<file path="src/rtl/random_delay_gen.sv">
// random_delay_gen
//   After a start press, waits MIN_DELAY + (pseudo-random 0..2^RANGE_BITS-1)
//   clock ticks, then raises and holds random_finish until clear or reset.
//   A react press during the wait is flagged as a false start.
// Ports:
//   clock          system clock, rising edge
//   reset          synchronous, active-high, overrides all other inputs
//   start          start button level (debounced upstream)
//   react          react button level
//   clear          one-cycle pulse ending the round
//   random_finish  high from delay expiry until clear/reset
//   busy           high while waiting
//   false_start    high after a react press during the wait
//   delay_value    delay latched for the current round
module random_delay_gen #(
    parameter int unsigned MIN_DELAY  = 1000,
    parameter int unsigned RANGE_BITS = 12,
    parameter logic [15:0] SEED       = 16'hACE1
) (
    input  logic        clock,
    input  logic        reset,
    input  logic        start,
    input  logic        react,
    input  logic        clear,
    output logic        random_finish,
    output logic        busy,
    output logic        false_start,
    output logic [15:0] delay_value
);

    typedef enum logic [1:0] {IDLE, WAIT, DONE, FAULT} state_t;

    localparam logic [15:0] RANGE_MASK = 16'((32'd1 << RANGE_BITS) - 32'd1);
    localparam logic [15:0] TAPS       = 16'hB400;

    state_t      state, state_next;
    logic [15:0] lfsr, lfsr_next;
    logic [15:0] cnt, cnt_next;
    logic [15:0] delay_next;
    logic        prev_start, prev_react;
    logic        start_edge, react_edge;

    assign start_edge = start & ~prev_start;
    assign react_edge = react & ~prev_react;
    assign lfsr_next  = {1'b0, lfsr[15:1]} ^ (lfsr[0] ? TAPS : '0);

    always_comb begin
        state_next = state;
        cnt_next   = cnt;
        delay_next = delay_value;
        if (clear) begin
            state_next = IDLE;
        end else begin
            case (state)
                IDLE: begin
                    if (start_edge) begin
                        // Random part comes from the LFSR value before this cycle's advance.
                        delay_next = 16'(MIN_DELAY) + (lfsr & RANGE_MASK);
                        cnt_next   = delay_next - 16'd1;
                        state_next = WAIT;
                    end
                end
                WAIT: begin
                    if (react_edge) begin
                        state_next = FAULT;
                    end else if (cnt == '0) begin
                        state_next = DONE;
                    end else begin
                        cnt_next = cnt - 16'd1;
                    end
                end
                DONE:    state_next = DONE;
                FAULT:   state_next = FAULT;
                default: state_next = IDLE;
            endcase
        end
    end

    always_ff @(posedge clock) begin
        if (reset) begin
            state         <= IDLE;
            cnt           <= '0;
            lfsr          <= SEED;
            prev_start    <= 1'b0;
            prev_react    <= 1'b0;
            delay_value   <= '0;
            random_finish <= 1'b0;
            busy          <= 1'b0;
            false_start   <= 1'b0;
        end else begin
            state         <= state_next;
            cnt           <= cnt_next;
            lfsr          <= lfsr_next;
            prev_start    <= start;
            prev_react    <= react;
            delay_value   <= delay_next;
            // Outputs registered from the next state so they track state exactly.
            random_finish <= (state_next == DONE);
            busy          <= (state_next == WAIT);
            false_start   <= (state_next == FAULT);
        end
    end

endmodule

</file>
<file path="config.mk">
export PLATFORM = sky130hd
export DESIGN_NAME = random_delay_gen
export DESIGN_NICKNAME = d
export VERILOG_FILES = /design/src/rtl/random_delay_gen.sv
export SDC_FILE = /design/constraint.sdc
export NUM_CORES = 1
export LEC_CHECK = 0
export CAP_MARGIN = 20
export CORE_ASPECT_RATIO = 0.9
export CORE_MARGIN = 3
export CORE_UTILIZATION = 61
export CTS_CLUSTER_SIZE = 10
export DETAILED_ROUTE_END_ITERATION = 8
export PLACE_DENSITY = 0.85
export SLEW_MARGIN = 10
export SYNTH_ARGS = -nofsm -noshare
export SYNTH_HDL_FRONTEND = slang
export SYNTH_SLANG_ARGS = --single-unit
</file>
<file path="constraint.sdc">
create_clock -name clock -period 4.2 [get_ports clock]
set_clock_uncertainty 0.15 [all_clocks]
set_input_delay 1.26 -clock clock [delete_from_list [all_inputs] [get_ports clock]]
set_output_delay 1.26 -clock clock [all_outputs]
set_load 0.01 [all_outputs]
</file>
==> impl_metrics.py, run 1 <==
metrics = {
    "status": {
        "status": "finished, final reports clean",
    },
    "global_routing": {
        "grt_use_total_pct": 24.52,
        "grt_pass1_vias": 2055,
        "grt_pass1_wl_um": 9632,
        "grt_max_degree": 30,
        "antenna_found_initial": 0,
        "grt-ovfl-total": 0,
    },
    "critical_path": {
        "cp.required_ns": 4.27,
        "arrival_ns": 3.26,
        "cp_max_fo": 16,
        "startpoint_type": "input pin",
        "crit_buf_inv": 1,
        "r2r-end": "cnt[10]$_SDFFE_PP0P_",
        "critical_path.endpoint": "cnt[15]$_SDFFE_PP0P_",
        "worst_setup_path_end_kind": "register",
        "rr_worst_depth": 7,
        "reg2reg_from": "lfsr[3]$_SDFF_PP0_",
        "slowest_delay_ns": 0.46,
        "r2r_setup_slack_ns": 1.50,
        "critPathLaunch": "start",
        "crit_chain": "clkdlybuf4s50_1 > nor2b_1 > o211ai_1 > o211a_2 > nor3_1 > nand3b_1 > a21oi_1",
        "cp.depth": 7,
        "cp_top_family": "simple AND/OR/NAND/NOR gates",
        "slowest_stage": "clkdlybuf4s50_1",
        "path_class": "input pin to register",
    },
    "logic_synthesis": {
        "yosysUniqueCellTypes": 51,
        "yosysMostFrequentCell": "dfxtp_1",
        "ys.flop_type": "dfxtp_1",
        "syn_avg_cell_area_sq_um": 8.237,
        "yosysWarnings": 0,
        "synth_common_cells": "dfxtp_1, nor2_1, a21oi_1",
        "synth_area_sq_um": 2611,
        "synth_seq_cells": 52,
        "synth_area_leader_cell": "dfxtp_1",
        "synth-edff-count": 0,
        "netlist.area_leader.share_pct": 39.87,
        "synth_cells": 317,
        "synth.area.top_cells": "dfxtp_1, a21oi_1, nor2_1",
        "synthArstFlopShare_pct": 0,
        "seq_area_frac_synth_pct": 39.87,
    },
    "timing": {
        "relSlewSlack_pct": 27.90,
        "hold_viol": 0,
        "hold_ws_ns": 0.2732,
        "setup_tns_ns": 0,
        "tightestPinTransition_ns": 1.078,
        "setup_viol": 0,
        "min_period_ns": 3.192,
        "fmax_ghz": 0.3133,
        "rsz0062_at_grt": "no",
        "post-route-period-util_pct": 75.99,
        "slew_violations": 0,
    },
    "cells_and_area": {
        "area_growth_pct": 12.99,
        "seqCellArea_sq_um": 1041,
        "multi_input_area_sq_um": 1440,
        "antenna_cells": 0,
        "drive_above_1_share_pct": 7.927,
        "fin_nets": 336,
        "fillCellCount": 310,
    },
    "power_and_ir_drop": {
        "intPower_w": 0.0009184,
        "p_leak_nw": 1.070,
        "combinationalPowerShare_pct": 18.7,
        "p_clk_share_pct": 36.7,
        "swShare_pct": 26.71,
        "seqPwrFrac_pct": 44.6,
        "switchingPower_w": 0.0003348,
        "p_per_area_nw_per_um2": 424.8,
        "ir_worst_vdd_mv": 0.2851,
    },
    "floorplanning": {
        "dieArea_sq_um": 5103,
        "core_sq_um": 3915,
        "ioPinCount": 24,
        "die_h_um": 68.07,
        "die_w_um": 74.97,
        "start_util_pct": 66.70,
        "row_count": 21,
    },
    "cts": {
        "cts_buffers": 5,
        "root_buffer": "clkbuf_8",
        "clock-sinks": 52,
        "cts_tree": "done",
        "htree_levels": 2,
        "clk_path_buf_depth": 2,
        "insertion_delay_ns": 0.30,
        "postCtsSetupBuffers": 0,
        "clk_pin_slew_ns": 0.09,
        "post_cts_resized": 0,
        "postCtsHoldBufs": 0,
    },
    "routing": {
        "post-route-drc-count": 0,
        "wl_per_cell_um": 14.70,
        "num_vias": 2262,
        "firstDrtPassIters": 4,
        "drt_iter0_markers": 166,
        "drtAntennaViolNets": 0,
        "postRouteWirelength_um": 5498,
        "viasPerCell": 6.048,
    },
    "place": {
        "place_hpwl_um": 3802,
        "port_buffers": 20,
        "gp_congestion": 0.8530,
    },
    "job": {
        "cap_violations": 0,
    },
    "worst_hold_path": {
        "hold_path_class": "register to register",
    },
}
layer usage:
layer	up-vias	global-route usage, %	share of wire (%)
met5	-	0	0
met3	11	4.846	5.2
met1	1058	33.94	47
li1	1124	-	-
met4	0	9.111	1.6
met2	69	37.72	47
registers in the layout, indices dropped and copies added (netlist names):
| signal | flops |
|---|---|
| delay_value | 13 |
| lfsr | 16 |
| random_finish | 1 |
| prev_react | 1 |
| prev_start | 1 |
| false_start | 1 |
| busy | 1 |
| state | 2 |
| cnt | 16 |
layout make-up:
type	instances	share of cell area (%)
multi-input combinational	238	48.81
inverter	6	0.7634
clock inverter	3	3.053
sequential	52	35.28
timing repair buffer	24	7.803
tap	46	1.951
clock buffer	5	2.332
cells in the final DEF (no fill, tap or decap), types with 2 or more instances in the layout:
cell / Yosys / routed
xnor2_1: 9 / 9
or4b_4: 2 / 2
bufinv_16: 0 / 3
nor2b_1: 12 / 12
nor4_1: 2 / 2
a21oi_1: 32 / 32
or3_1: 3 / 3
o21ai_0: 18 / 18
a21boi_0: 2 / 2
or2_2: 6 / 6
nand2b_1: 5 / 5
nand4_1: 4 / 4
nand2_1: 31 / 31
clkdlybuf4s50_1: 0 / 20
ha_1: 4 / 4
dfxtp_1: 52 / 52
clkbuf_8: 0 / 5
nand3_1: 5 / 5
nor2_1: 34 / 34
xor2_1: 10 / 10
nor3b_1: 4 / 4
mux2i_1: 2 / 2
a31oi_1: 3 / 3
nor3_1: 13 / 13
o21a_1: 2 / 2
o211ai_1: 4 / 4
a211oi_1: 7 / 7
buf_4: 4 / 4
conb_1: 1 / 3
inv_1: 6 / 6
cell families (layout without fill, tap and decap cells):
kind of cell	count (synthesis)	count (layout)	synth area share, %
AOI/OAI and AO/OA	82	82	20.41
xor gates and xnor gates	19	19	6.373
adders and majority gates	4	4	1.917
buffers and inverters	29	38	5.271
DFF	52	52	39.87
muxes	2	2	0.7667
other	1	3	0.1436
and+or+nand+nor	128	128	25.25
how the worst min path moves through the flow:
stage	endpoint	start	cells after the start	slack, ns
3_5_place_dp	lfsr[11]$_SDFF_PP1_	lfsr[12]$_SDFF_PP0_	1	0.26
6_report	lfsr[11]$_SDFF_PP1_	lfsr[12]$_SDFF_PP0_	1	0.27
3_3_place_gp	lfsr[11]$_SDFF_PP1_	lfsr[12]$_SDFF_PP0_	1	0.24
5_1_grt	lfsr[11]$_SDFF_PP1_	lfsr[12]$_SDFF_PP0_	1	0.28
2_1_floorplan	lfsr[11]$_SDFF_PP1_	lfsr[12]$_SDFF_PP0_	1	0.24
4_1_cts	lfsr[11]$_SDFF_PP1_	lfsr[12]$_SDFF_PP0_	1	0.28
power by group through the flow:
stage / logic [W] / clock network, W / registers (W)
2_1_floorplan: 0.000179 / 0 / 0.000560
3_3_place_gp: 0.000224 / 0 / 0.000568
3_5_place_dp: 0.000229 / 0 / 0.000570
4_1_cts: 0.000232 / 0.000466 / 0.000558
5_1_grt: 0.000263 / 0.000490 / 0.000563
6_report: 0.000234 / 0.000460 / 0.000559
through the flow:
| step | util [%] | total power (W) | worst slack (ns) | cell area [sq um] | cells |
|---|---|---|---|---|---|
| global placement | 71.30 | 0.0007926 | 0.8255 | 2791 | 366 |
| floorplan | - | 0.0007389 | 1.532 | 2619 | 319 |
| global route | 75.36 | 0.001316 | 0.8005 | 2950 | 374 |
| detailed placement | 71.30 | 0.0007984 | 0.7253 | 2791 | 366 |
| finish | 75.36 | 0.001253 | 1.008 | 2950 | 374 |
| CTS | 75.36 | 0.001257 | 1.036 | 2950 | 374 |
(Power assumes the default switching activity.)
==> run 2: changes to the inputs <==
--- a/config.mk
+++ b/config.mk
@@ -8,10 +8,10 @@
 export CAP_MARGIN = 20
 export CORE_ASPECT_RATIO = 0.9
 export CORE_MARGIN = 3
-export CORE_UTILIZATION = 61
+export CORE_UTILIZATION = 51
 export CTS_CLUSTER_SIZE = 10
 export DETAILED_ROUTE_END_ITERATION = 8
-export PLACE_DENSITY = 0.85
+export PLACE_DENSITY = 0.76
 export SLEW_MARGIN = 10
 export SYNTH_ARGS = -nofsm -noshare
 export SYNTH_HDL_FRONTEND = slang
==> constraint.sdc (replaced) <==
create_clock -name clock -period 2.6 [get_ports clock]
set_clock_uncertainty 0.15 [all_clocks]
set_input_delay 0.78 -clock clock [delete_from_list [all_inputs] [get_ports clock]]
set_output_delay 0.78 -clock clock [all_outputs]
set_load 0.01 [all_outputs]
==> run 2 against run 1 <==
Net effect:
- clock power grew 22%
- critical path depth grew 2
- global-route usage shrank 3.9 points
- hold slack gained 0.0029 ns
- cell count grew 9.9%
- largest cell class unchanged
- largest power group unchanged
==> impl_metrics.py, run 2 (synthesis gave the netlist of run 1 again) <==
metrics = {
    "status": {
        "status": "finished, final reports clean",
    },
    "cells_and_area": {
        "top_regs": "cnt (16), lfsr (16), delay_value (13)",
        "fillCellCount": 419,
        "fin_nets": 354,
        "drive_above_1_share_pct": 13.01,
        "antenna_cells": 0,
        "area_growth_pct": 18.69,
        "final_common_cell": "dfxtp_1",
        "final_cell_mix": "dfxtp_1, nor2_1, a21oi_1",
    },
    "critical_path": {
        "crit_buf_inv": 2,
        "crit_chain": "inv_1 > ha_1 > or4b_1 > nor4b_4 > o211a_2 > buf_4 > o21ai_0 > o21a_1 > nor2_1",
        "slowest_stage": "or4b_1",
        "cp_max_fo": 15,
        "rr_worst_depth": 9,
        "r2r_setup_slack_ns": 0.19,
        "worst_setup_path_end_kind": "register",
        "cp_top_family": "simple AND/OR/NAND/NOR gates",
        "startpoint_type": "register",
        "cp.depth": 9,
        "slowest_delay_ns": 0.49,
        "arrival_ns": 2.51,
        "path_class": "register to register",
        "cp.required_ns": 2.70,
    },
    "floorplanning": {
        "core_sq_um": 4895,
        "start_util_pct": 53.35,
        "dieArea_sq_um": 6016,
        "die_h_um": 73.89,
        "ioPinCount": 24,
        "row_count": 24,
        "die_w_um": 81.43,
    },
    "power_and_ir_drop": {
        "power_w": 0.001887,
        "ir_worst_vdd_mv": 0.3410,
        "p_leak_nw": 1.149,
        "p_per_area_nw_per_um2": 609.0,
    },
    "routing": {
        "dr_wl_met3_um": 310,
        "wl_per_cell_um": 13.65,
        "route.top_layer_used": "met4",
        "post-route-drc-count": 0,
        "num_vias": 2298,
        "drtAntennaViolNets": 0,
        "postRouteWirelength_um": 5612,
        "met2WireLength_um": 2637,
        "wirelength_met1_um": 2638,
        "firstDrtPassIters": 4,
        "drt_iter0_markers": 177,
        "viasPerCell": 5.591,
    },
    "job": {
        "cap_violations": 0,
    },
    "worst_hold_path": {
        "hold_depth": 1,
        "hold_path_class": "register to register",
    },
    "cts": {
        "postCtsSetupBuffers": 0,
        "insertion_delay_ns": 0.31,
        "cts_buffers": 5,
        "clk_pin_slew_ns": 0.10,
        "cts_tree": "done",
        "root_buffer": "clkbuf_8",
        "clock-sinks": 52,
        "clk_path_buf_depth": 2,
        "htree_levels": 2,
    },
    "timing": {
        "setup_tns_ns": 0,
        "finalWorstSetupSlack_ns": 0.1911,
        "tightestPinTransition_ns": 0.6054,
        "slew_violations": 0,
        "setup_viol": 0,
        "fmax_ghz": 0.4151,
        "min_period_ns": 2.409,
        "hold_viol": 0,
        "post-route-period-util_pct": 92.65,
        "rsz0062_at_grt": "no",
        "relSlewSlack_pct": 59.49,
    },
    "global_routing": {
        "grt_use_total_pct": 20.60,
        "grt_pass1_wl_um": 9632,
        "grt-ovfl-total": 0,
        "antenna_found_initial": 0,
        "grt_max_degree": 38,
        "grt_pass1_vias": 2076,
    },
    "place": {
        "dp_slack_ns": -0.05980,
        "port_buffers": 20,
        "place_hpwl_um": 4143,
        "gp_congestion": 0.8909,
    },
}
==> run 2: cell types whose count changed in the layout (fill, tap and decap cells not counted), sizes merged <==
cell and change:
inv +1, buf +18, bufinv -2, clkbuf +1
==> run 2: through the flow <==
| stage | hold WS, ns | utilization [%] | instances | cell area (sq um) |
|---|---|---|---|---|
| final | 0.2761 | 63.32 | 411 | 3099 |
| after floorplan | 0.2395 | - | 319 | 2619 |
| after global routing | 0.2912 | 63.32 | 411 | 3099 |
| after CTS | 0.2809 | 63.06 | 411 | 3087 |
| after detailed placement | 0.2586 | 60.79 | 403 | 2975 |
| after global placement | 0.2443 | 60.79 | 403 | 2975 |
==> run 2: worst paths after layout <==
path	from	endpoint
worst max-delay path	cnt[0]$_SDFFE_PP0P_	cnt[5]$_SDFFE_PP0P_
worst min-delay path	lfsr[12]$_SDFF_PP0_	lfsr[11]$_SDFF_PP1_
worst max register to register	cnt[0]$_SDFFE_PP0P_	cnt[5]$_SDFFE_PP0P_
worst min register to register	lfsr[12]$_SDFF_PP0_	lfsr[11]$_SDFF_PP1_
==> run 2: cell type report <==
cell class,count,area [sq um],area share [%]
repair buffers,42,390.4,12.60
well taps,65,81.33,2.624
clock inverters,2,38.79,1.252
multi-input cells,238,1451,46.83
flip-flops and latches,52,1042,33.63
inverters,6,22.52,0.7267
clock buffers,6,72.57,2.342
==> run 2: power by group <==
| part | leakage (nW) | switching (W) | internal (W) |
|---|---|---|---|
| clock network | 0.0558 | 0.000269 | 0.000291 |
| logic | 0.666 | 0.000237 | 0.000193 |
| registers | 0.427 | 0.0000499 | 0.000847 |
| total | 1.15 | 0.000556 | 0.00133 |
==> run 2: what timing repair did <==
action	in CTS	in global routing
hold buffers	0	0
endpoints found under the setup margin	0	3
gates resized for setup	0	3
==> run 2: per-layer routing <==
layer | track usage, % | up-vias
met1 | 28.93 | 1071
met5 | 0 | -
li1 | - | 1164
met4 | 4.503 | 0
met3 | 6.495 | 4
met2 | 30.83 | 59
